`src/rtl/seg_pkg.sv`:
```
// Shared types and constants for the seven-segment scan driver.
package seg_pkg;

    localparam logic [7:0] BLANK_CHAR = 8'h00;

    typedef enum logic [1:0] {IDLE, LOAD, SHOW} seg_state_t;

    localparam int unsigned DIGITS_DEF      = 8;
    localparam int unsigned MSG_DEPTH_DEF   = 16;
    localparam int unsigned REFRESH_DIV_DEF = 100000;
    localparam int unsigned SCROLL_DIV_DEF  = 25000000;

endpackage

```
`src/rtl/seg_scan_driver_if.sv`:
```
// Character write port of the scan driver: valid/ready handshake with an end-of-message flag.
interface seg_scan_driver_if;

    logic       wr_valid;
    logic       wr_ready;
    logic [7:0] wr_char;
    logic       wr_last;

    modport master (output wr_valid, output wr_char, output wr_last, input wr_ready);
    modport slave  (input wr_valid, input wr_char, input wr_last, output wr_ready);

endinterface

```
`src/rtl/seg_msg_buffer.sv`:
```
// Message register file: one synchronous write port, one combinational read port that
// returns BLANK_CHAR for any index at or beyond the current message length.
module seg_msg_buffer
    import seg_pkg::*;
#(
    parameter int unsigned MSG_DEPTH = 16,
    parameter int unsigned AW        = 4,
    parameter int unsigned IW        = 5
) (
    input  logic          clk,
    input  logic          we,
    input  logic [AW-1:0] waddr,
    input  logic [7:0]    wdata,
    input  logic [IW-1:0] raddr,
    input  logic [IW-1:0] len,
    output logic [7:0]    rdata
);

    logic [7:0] mem [MSG_DEPTH];

    always_ff @(posedge clk) begin
        if (we) begin
            mem[waddr] <= wdata;
        end
    end

    assign rdata = (raddr < len) ? mem[raddr[AW-1:0]] : BLANK_CHAR;

endmodule

```
`src/rtl/seg_scan_driver.sv`:
```
// Time-multiplexed, scrolling seven-segment scan driver fed by a valid/ready message port.
// Scrolling is built only when SEG_SCROLL_EN is defined; otherwise the display is static.
module seg_scan_driver
    import seg_pkg::*;
#(
    parameter int unsigned DIGITS      = DIGITS_DEF,
    parameter int unsigned MSG_DEPTH   = MSG_DEPTH_DEF,
    parameter int unsigned REFRESH_DIV = REFRESH_DIV_DEF,
    parameter int unsigned SCROLL_DIV  = SCROLL_DIV_DEF
) (
    input  logic              clk,
    input  logic              rst_n,
    seg_scan_driver_if.slave  wr,
    input  logic              clear,
    output logic [7:0]        char_out,
    output logic [DIGITS-1:0] anode_n,
    output logic              showing
);

    localparam int unsigned LW  = $clog2(MSG_DEPTH + 1);
    localparam int unsigned AW  = $clog2(MSG_DEPTH);
    localparam int unsigned SW  = $clog2(DIGITS);
    localparam int unsigned RW  = $clog2(2 * (MSG_DEPTH + DIGITS));
    localparam int unsigned RCW = $clog2(REFRESH_DIV);

    if (DIGITS < 2 || MSG_DEPTH < 2 || REFRESH_DIV < 2 || SCROLL_DIV < 2) begin : g_param_check
        $error("seg_scan_driver: parameter below minimum of 2");
    end

    seg_state_t        state_q, state_d;
    logic [LW-1:0]     len_q, len_d;
    logic [SW-1:0]     s_q, s_d;
    logic [RCW-1:0]    rcnt_q, rcnt_d;
    logic [RW-1:0]     offset_d;
    logic [RW-1:0]     ring_len, pos_sum, pos;
    logic [7:0]        rd_data, char_sel;
    logic [DIGITS-1:0] onehot;
    logic              rtick, wr_fire, show_d, slot_load, ready_q;

    assign wr_fire     = wr.wr_valid && ready_q && !clear;
    assign wr.wr_ready = ready_q;

    always_comb begin
        state_d = state_q;
        len_d   = len_q;
        s_d     = s_q;
        rcnt_d  = rcnt_q;
        rtick   = 1'b0;
        unique case (state_q)
            IDLE, LOAD: begin
                // Filling the buffer ends the message even without wr_last.
                if (wr_fire) begin
                    len_d   = len_q + LW'(1);
                    state_d = (wr.wr_last || len_d == LW'(MSG_DEPTH)) ? SHOW : LOAD;
                end
            end
            SHOW: begin
                rtick  = (rcnt_q == RCW'(REFRESH_DIV - 1));
                rcnt_d = rtick ? '0 : rcnt_q + RCW'(1);
                if (rtick) begin
                    s_d = (s_q == SW'(DIGITS - 1)) ? '0 : s_q + SW'(1);
                end
            end
            default: state_d = IDLE;
        endcase
        if (clear) begin
            state_d = IDLE;
            len_d   = '0;
            s_d     = '0;
            rcnt_d  = '0;
        end
    end

`ifdef SEG_SCROLL_EN
    localparam int unsigned SCW = $clog2(SCROLL_DIV);

    logic [RW-1:0]  offset_q;
    logic [SCW-1:0] scnt_q, scnt_d;

    always_comb begin
        scnt_d   = '0;
        offset_d = offset_q;
        if (clear) begin
            offset_d = '0;
        end else if (state_q == SHOW) begin
            scnt_d = (scnt_q == SCW'(SCROLL_DIV - 1)) ? '0 : scnt_q + SCW'(1);
            if (scnt_q == SCW'(SCROLL_DIV - 1)) begin
                offset_d = (offset_q == RW'(len_q) + RW'(DIGITS) - RW'(1)) ? '0
                                                                           : offset_q + RW'(1);
            end
        end
    end

    always_ff @(posedge clk or negedge rst_n) begin
        if (!rst_n) begin
            offset_q <= '0;
            scnt_q   <= '0;
        end else begin
            offset_q <= offset_d;
            scnt_q   <= scnt_d;
        end
    end
`else
    assign offset_d = '0;
`endif

    // Look up the character for the next slot; pos_sum < 2*ring_len so one subtraction wraps it.
    always_comb begin
        ring_len  = RW'(len_d) + RW'(DIGITS);
        pos_sum   = offset_d + (RW'(DIGITS - 1) - RW'(s_d));
        pos       = (pos_sum >= ring_len) ? pos_sum - ring_len : pos_sum;
        char_sel  = (wr_fire && pos == RW'(len_q)) ? wr.wr_char : rd_data;
        onehot    = '0;
        onehot[s_d] = 1'b1;
        show_d    = (state_d == SHOW);
        slot_load = show_d && ((state_q != SHOW) || rtick);
    end

    seg_msg_buffer #(
        .MSG_DEPTH (MSG_DEPTH),
        .AW        (AW),
        .IW        (RW)
    ) u_buf (
        .clk   (clk),
        .we    (wr_fire),
        .waddr (len_q[AW-1:0]),
        .wdata (wr.wr_char),
        .raddr (pos),
        .len   (RW'(len_q)),
        .rdata (rd_data)
    );

    always_ff @(posedge clk or negedge rst_n) begin
        if (!rst_n) begin
            state_q  <= IDLE;
            len_q    <= '0;
            s_q      <= '0;
            rcnt_q   <= '0;
            ready_q  <= 1'b1;
            showing  <= 1'b0;
            anode_n  <= '1;
            char_out <= BLANK_CHAR;
        end else begin
            state_q <= state_d;
            len_q   <= len_d;
            s_q     <= s_d;
            rcnt_q  <= rcnt_d;
            ready_q <= !show_d;
            showing <= show_d;
            if (!show_d) begin
                anode_n  <= '1;
                char_out <= BLANK_CHAR;
            end else if (slot_load) begin
                anode_n  <= ~onehot;
                char_out <= char_sel;
            end
        end
    end

endmodule

```
`src/flat_wrapper.sv`:
```
// flat-port wrapper written by rule: the top's interface ports become plain ports
module seg_scan_driver_flat import seg_pkg::*;
#(
    parameter int unsigned DIGITS      = DIGITS_DEF,
    parameter int unsigned MSG_DEPTH   = MSG_DEPTH_DEF,
    parameter int unsigned REFRESH_DIV = REFRESH_DIV_DEF,
    parameter int unsigned SCROLL_DIV  = SCROLL_DIV_DEF
)
  (clk, rst_n, clear, char_out, anode_n, showing, wr_wr_valid, wr_wr_char, wr_wr_last, wr_wr_ready);
  seg_scan_driver_if wr_i ();
  input  logic clk;
  input  logic rst_n;
  input  logic clear;
  output logic [7:0] char_out;
  output logic [DIGITS-1:0] anode_n;
  output logic showing;
  input wire logic [$bits(wr_i.wr_valid)-1:0] wr_wr_valid;
  input wire logic [$bits(wr_i.wr_char)-1:0] wr_wr_char;
  input wire logic [$bits(wr_i.wr_last)-1:0] wr_wr_last;
  output wire logic [$bits(wr_i.wr_ready)-1:0] wr_wr_ready;
  assign wr_i.wr_valid = wr_wr_valid;
  assign wr_i.wr_char = wr_wr_char;
  assign wr_i.wr_last = wr_wr_last;
  assign wr_wr_ready = wr_i.wr_ready;
  seg_scan_driver #(.DIGITS(DIGITS), .MSG_DEPTH(MSG_DEPTH), .REFRESH_DIV(REFRESH_DIV), .SCROLL_DIV(SCROLL_DIV)) u_core (.clk(clk), .rst_n(rst_n), .wr(wr_i), .clear(clear), .char_out(char_out), .anode_n(anode_n), .showing(showing));
endmodule
```
`config.mk`:
```
export PLATFORM = sky130hd
export DESIGN_NAME = seg_scan_driver_flat
export DESIGN_NICKNAME = d
export VERILOG_FILES = /design/src/rtl/seg_pkg.sv /design/src/rtl/seg_scan_driver_if.sv /design/src/rtl/seg_msg_buffer.sv /design/src/rtl/seg_scan_driver.sv /design/src/flat_wrapper.sv
export SDC_FILE = /design/constraint.sdc
export NUM_CORES = 1
export LEC_CHECK = 0
export ABC_AREA = 0
export CORE_ASPECT_RATIO = 0.8
export CORE_MARGIN = 5
export CORE_UTILIZATION = 44
export CTS_BUF_LIST = sky130_fd_sc_hd__clkbuf_16
export DETAILED_ROUTE_END_ITERATION = 10
export SYNTH_ARGS = -nofsm -noshare
export SYNTH_HDL_FRONTEND = slang
export SYNTH_SLANG_ARGS = --single-unit
```
`constraint.sdc`:
```
create_clock -name clk -period 9.22 [get_ports clk]
set_clock_uncertainty 0.1 [all_clocks]
set_input_delay 2.766 -clock clk [delete_from_list [all_inputs] [get_ports clk]]
set_output_delay 2.766 -clock clk [all_outputs]
set_load 0.1 [all_outputs]
```
# [Yosys cells after proc, flatten, opt, wreduce, memory -nomap -nowiden]
# Memory sizes are Yosys's and may differ from the RTL's.
# Cells that the tools add are included.
[word_totals] n_memories=1 ramBits=128 out_inout_bits=18 reg_bits=45
[classes] n_mux=26 bitwise_logic=1 n_reduce_logical=12 add_sub_neg=6 n_eq_ne=9 n_lt_le_gt_ge=4
[memory_table] name="u_core.u_buf.mem" depth=16 width=8 rd=1 rd_ports_with_merged_regs=0 wr=1 line_no="seg_msg_buffer.sv:19" source="logic [7:0] mem [MSG_DEPTH];"
[ops] op="$mux 17" n=3
[ops] op="$mux 8" n=6
[ops] op="$add 17x1->17 const B" n=1
[ops] op="$eq 17x17->1 const B" n=1
[ops] op="$mux 5" n=3
[ops] op="$mux 3" n=4
[ops] op="$not 8->8" n=1
[ops] op="$add 5x4->6 const B" n=1
[ops] op="$eq 6x5->1" n=1
[ops] op="$ge 6x6->1" n=1
[ops] op="$lt 6x5->1" n=1
[ops] op="$mux 2" n=3
[ops] op="$mux 6" n=1
[ops] op="$sub 6x6->6" n=1
[ops] op="$add 5x1->5 const B" n=1
[ops] op="$eq 5x5->1 const B" n=1
[ops] op="$logic_and 1x1->1" n=5
[ops] op="$eq 2x2->1 const B" n=2
[ops] op="$lt 3x4->1 const B" n=1
[ops] op="$mux 1" n=4
[ops] op="$ne 2x2->1 const B" n=2
[ops] op="$pmux 2 s2" n=1
[ops] op="$sub 3x3->4 const A" n=1
[ops] op="$add 3x1->3 const B" n=1
[ops] op="9 further kinds" n=11

# [Logic depth before layout (Yosys ltp)]
[logic_depth] depth_word=13 mapped_depth=26 ltp_nobuf=23

# [Cells and area by module]
# A second synthesis with hierarchy kept.
[unflattened] cells_unflattened=516 hier_area_um2=7773.7
[by_module_without_submodules] mod="seg_msg_buffer" seq_area_each_um2=3843.7 area_each_um2=5128.7 n_inst=1 cells_each=239
[by_module_without_submodules] mod="seg_scan_driver" seq_area_each_um2=1137.3 area_each_um2=2645.0 n_inst=1 cells_each=277

# [Worst setup path before layout]
# OpenSTA, ideal clock, no wires.
[synth_path] path_kind="input to register" start="input port clear" end="register u_core.char_out[4]" t_arrival_ns=6.766 setup_ns=0.081 stages=23 setup_slack_ns=2.272 path_cell_list="clkbuf_1 > nor3_1 > a21oi_1 > or2_2 > inv_1 > fa_1 > a21bo_2 > a21o_1 > o211a_4 > and2_1 > buf_2 > nor2_4 > inv_2 > buf_2 > ha_1 > nand4b_1 > a21boi_0 > o21ai_0 > a21oi_1 > or4_1 > nor3_2 > o2111ai_1 > o211ai_2"
[synth_via] elab_chain_cells=13
[synth_rtl] element="start, declared" line_no="flat_wrapper.sv:13" source="input logic clear;"
[synth_rtl] element="$logic_not 1->1" line_no="seg_scan_driver.sv:40" source="assign wr_fire = wr.wr_valid && ready_q && !clear;"
[synth_rtl] element="$logic_and 1x1->1" line_no="seg_scan_driver.sv:40"
[synth_rtl] element="$mux 5" line_no="seg_scan_driver.sv:52" source="if (wr_fire) begin"
[synth_rtl] element="$mux 5" line_no="seg_scan_driver.sv:49" source="unique case (state_q)"
[synth_rtl] element="$mux 5 (*)" line_no="seg_scan_driver.sv:66" source="if (clear) begin"
[synth_rtl] element="named net u_core.len_d[1]" line_no="seg_scan_driver.sv:31" source="logic [LW-1:0] len_q, len_d;"
[synth_rtl] element="$add 5x4->6 (*)" line_no="seg_scan_driver.sv:109" source="ring_len = RW'(len_d) + RW'(DIGITS);"
[synth_rtl] element="$sub 6x6->6 / $ge 6x6->1 (equally long branches)" line_no="seg_scan_driver.sv:111" source="pos = (pos_sum >= ring_len) ? pos_sum - ring_len : pos_sum;"
[synth_rtl] element="$mux 6 (*)" line_no="seg_scan_driver.sv:111"
[synth_rtl] element="$mem_v2 16x8 (tied with other cells)"
[synth_rtl] element="$mux 8 / $logic_and 1x1->1 (equally long branches)" line_no="seg_msg_buffer.sv:27, seg_scan_driver.sv:112"
[synth_rtl] element="$mux 8 (*)" line_no="seg_scan_driver.sv:112" source="char_sel = (wr_fire && pos == RW'(len_q)) ? wr.wr_char : rd_data;"
[synth_rtl] element="$mux 8 (*)" line_no="seg_scan_driver.sv:153" source="end else if (slot_load) begin"
[synth_rtl] element="$mux 8 (*)" line_no="seg_scan_driver.sv:150" source="if (!show_d) begin"
[synth_rtl] element="end signal, assigned" line_no="seg_scan_driver.sv:155" source="char_out <= char_sel;"
[synth_rtl] element="end, declared" line_no="seg_scan_driver.sv:15" source="output logic [7:0] char_out,"
# Mark *: on every way through the listed nets, which the timed path passes. The rest lies on a longest branch. The select of a mux whose other input is x is not followed.
# A chain may end at the register's enable or synchronous reset.

# [Worst setup path in the final report]
[layout_path] start="input port clear" end="register u_core.char_out[4]"
[layout_lines] element="$mux 3 (*)" line_no="seg_scan_driver.sv:66"
[layout_lines] element="named net u_core.s_d[0]" line_no="seg_scan_driver.sv:32" source="logic [SW-1:0] s_q, s_d;"
[layout_lines] element="$sub 3x3->4 (*)" line_no="seg_scan_driver.sv:110" source="pos_sum = offset_d + (RW'(DIGITS - 1) - RW'(s_d));"
[layout_lines] element="$sub 6x6->6 / $ge 6x6->1 (equally long branches)" line_no="seg_scan_driver.sv:111"
[layout_lines] element="$mux 6 (*)" line_no="seg_scan_driver.sv:111"
[layout_lines] element="$mem_v2 16x8 (tied with other cells)"
[layout_lines] element="$mux 8 / $logic_and 1x1->1 (equally long branches)" line_no="seg_msg_buffer.sv:27, seg_scan_driver.sv:112"
[layout_lines] element="$mux 8 (*)" line_no="seg_scan_driver.sv:112"
[layout_lines] element="$mux 8 (*)" line_no="seg_scan_driver.sv:153"
[layout_lines] element="$mux 8 (*)" line_no="seg_scan_driver.sv:150"
# Marked as above.

==> impl_metrics.csv <==
group,metric,value,unit
status,status,"finished clean",
timing,fin_crit,8545,ps
detailed_routing,drt-pass1-iter-count,5,
global_routing,first_global_vias,5442,
cts,worstSkewPairLatency,420,ps
place,place_inst,879,
worst_setup_path,crit_type,"in -> reg",
cts,cts_resized,0,
timing,setup_ws,674.8,ps
worst_setup_path,cp-end-kind,"register",
final_layout,n_antenna_cell,0,
timing,rsz0062_at_grt,"false",
final_layout,nets,700,
logic_synthesis,yosysWarnings,0,
place,placed_cell_area,0.008496,mm²
worst_setup_path,arrival,8790,ps
worst_hold_path,hold_end,"u_core.rcnt_q[16]$_DFFE_PN0P_",
worst_setup_path,startpoint_type,"input pin",
global_routing,grt_pass1_wl,31900,µm
place,gp_congestion,0.8861,
timing,maxSlewViolCount,0,
cts,post_cts_buffers,0,
timing,hold_viol,0,
cts,clockBufferDepth,2,
logic_synthesis,avgSynthCellArea,12.45,µm²
logic_synthesis,synth_edf_count,128,
power_and_ir_drop,p_leak,3.224,nW
cts,cts_root_buffer,"clkbuf_16",
final_layout,final_cell_area,0.009139,mm²
logic_synthesis,synthCells,642,
worst_setup_path,crit_fanout,26,
place,portBuffers,30,
cts,cts_tree,"done",
place,pre_cts_ws,330.3,ps
power_and_ir_drop,power.total,1.680,mW
logic_synthesis,synth_top_area_share,48.09,%
logic_synthesis,synthArstFlopShare,26.01,%
cts,cts_buffers,17,
final_layout,final_core_util,50.76,%
worst_setup_path,rrSetupSlack,2600,ps
worst_setup_path,r2r-start,"u_core.rcnt_q[13]$_DFFE_PN0P_",
logic_synthesis,synthFlopType,"edfxtp_1",
detailed_routing,vias_per_cell,6.187,
global_routing,grt.overflow.total,0,
timing,slew_headroom,11.94,%
detailed_routing,initialDrtViolationCount,427,
worst_setup_path,r2r_cells,23,
final_layout,instances_no_fill,911,
detailed_routing,routedWlPerCell,22.40,µm
place,hpwl,13440,µm
power_and_ir_drop,power.density,183.9,mW/mm²
global_routing,globalRouteTotalUtil,19.88,%
worst_hold_path,min_path_type,"reg -> reg",
cts,cts.htree.levels,4,
floorplanning,die_area,0.02098,mm²
power_and_ir_drop,peakVddDrop,0.1138,mV
logic_synthesis,synth_area_leaders,"edfxtp_1 (48%), dfrtp_1 (11%), o21ai_0 (4.1%), dfstp_2 (3.0%), ha_1 (2.8%)",
floorplanning,rows,44,
timing,worst_pin_slew,1311,ps
final_layout,areaGrowthSynthToFinish,14.34,%
floorplanning,coreArea,0.01800,mm²
floorplanning,io_pins,31,
final_layout,drive_gt1_share,12.19,%
floorplanning,start_util,44.40,%
logic_synthesis,ys_types,65,
logic_synthesis,yosysMostFrequentCell,"edfxtp_1",
worst_setup_path,cp.required,9470,ps
detailed_routing,drtAntennaViolNets,0,
cts,cts.sinks,173,
job,drv_cap,0,
logic_synthesis,mappedNetlistArea,0.007993,mm²
logic_synthesis,synthesis.nets,674,
floorplanning,die_w,160.7,µm
timing,hold_ws,391.4,ps
logic_synthesis,yosysSeqAreaShare,62.32,%
timing,timing.setup.tns,0,ps
timing,fin_crit_sh,92.68,%
worst_setup_path,r2r-end,"u_core.char_out[4]$_DFFE_PN0P_",
logic_synthesis,yosysTopAreaCell,"edfxtp_1",
floorplanning,die_y,130.6,µm
worst_hold_path,hp-start,"u_core.rcnt_q[16]$_DFFE_PN0P_",
global_routing,antenna_found_initial,1,
cts,cts_hold_buf,0,
global_routing,grt_max_degree,47,
logic_synthesis,synth-seq-cells,173,
logic_synthesis,yosys-top-cells-count,"edfxtp_1 (128), o21ai_0 (65), nand2_1 (43)",
timing,max_freq,0.1170,GHz
cts,clkTransAtPathRegs,60,ps
worst_hold_path,min_path_cells,1,
detailed_routing,vias,5636,
detailed_routing,route.detailed.drc,0,
timing,setup_viol,0,
detailed_routing,wl,20410,µm
[metal layers]
| layer | wire length [µm] | vias up | track usage [%] | part of all wire [%] |
|---|---|---|---|---|
| li1 | - | 2537 | - | - |
| met1 | 9699 | 2853 | 29.84 | 48 |
| met2 | 8958 | 226 | 29.17 | 44 |
| met3 | 1567 | 18 | 5.080 | 7.7 |
| met4 | 169 | 2 | 4.654 | 0.83 |
| met5 | 13 | - | 0 | 0.064 |
[layout make-up]
class / count / area, µm²
well taps: 230 / 287.8
inverters: 16 / 60.06
repair buffers: 41 / 377.9
clock buffers: 17 / 425.4
flip-flops and latches: 173 / 4981
multi-input cells: 419 / 2789
clock inverters: 15 / 217.7
fillers: 1531 / 8864
[critical path: stages]
cell	delay (ps)
clkdlybuf4s50_1	860
nor3_1	150
and3_1	240
nor2_1	330
inv_1	160
ha_1	260
fa_1	430
a21bo_2	220
a21o_1	180
o211a_4	290
and2_1	150
buf_4	260
nor2_4	50
inv_2	370
ha_1	330
nand4b_1	130
a21boi_0	100
o21ai_0	180
a21oi_1	110
or4_1	420
nor3_2	420
o2111ai_1	240
o211ai_2	110
[power breakdown]
group          switching [mW]  total, mW  internal [mW]
sequential            0.00338      0.847          0.843
combinational          0.0381     0.0505         0.0124
clock                   0.302      0.783          0.481
[cell families after synthesis]
| kind of cell | after synthesis | synth area share (%) |
|---|---|---|
| muxes | 16 | 2.176 |
| xor gates and xnor gates | 7 | 0.7671 |
| DFF | 173 | 62.32 |
| AOI/OAI and AO/OA | 183 | 15.89 |
| buffers and inverters | 50 | 2.865 |
| and+or+nand+nor | 194 | 12.92 |
| adders and majority gates | 19 | 3.068 |
[state kept, by name (all words and copies together), names as in the netlist]
signal / cells
u_core.u_buf.mem: 128
u_core.rcnt_q: 17
u_core.anode_n: 8
u_core.char_out: 8
u_core.len_q: 5
u_core.s_q: 3
u_core.state_q: 2
u_core.showing: 1
u_core.wr.wr_ready: 1
[placed cells by master, fill, tap and decap left out, drive strengths merged, types with 4 or more instances in the layout]
cell	instances
o32a	7
nand2	43
nor3	11
a211o	10
a21boi	4
clkinv	5
nor2b	4
dfrtp	36
or2	6
inv	19
o211ai	11
dfstp	9
a211oi	16
clkbuf	17
buf	12
ha	18
a21oi	18
o2111ai	4
nand4	10
nand2b	4
bufinv	5
mux2i	5
clkdlybuf4s50	29
nor2	39
a32oi	8
nand3	31
a22oi	15
and3	23
xnor2	4
a31oi	9
edfxtp	128
mux2	11
o21ai	66
[worst max path at each step]
stage / depth (start not counted) / slack (ps) / to / start
finish: 23 / 670 / u_core.char_out[4]$_DFFE_PN0P_ / clear
global route: 23 / 280 / u_core.char_out[1]$_DFFE_PN0P_ / clear
CTS: 23 / 740 / u_core.char_out[1]$_DFFE_PN0P_ / clear
detailed placement: 23 / 330 / u_core.char_out[1]$_DFFE_PN0P_ / clear
global placement: 23 / 500 / u_core.char_out[4]$_DFFE_PN0P_ / clear
floorplan: 23 / 2270 / u_core.char_out[4]$_DFFE_PN0P_ / clear
(Power assumes the default switching activity.)
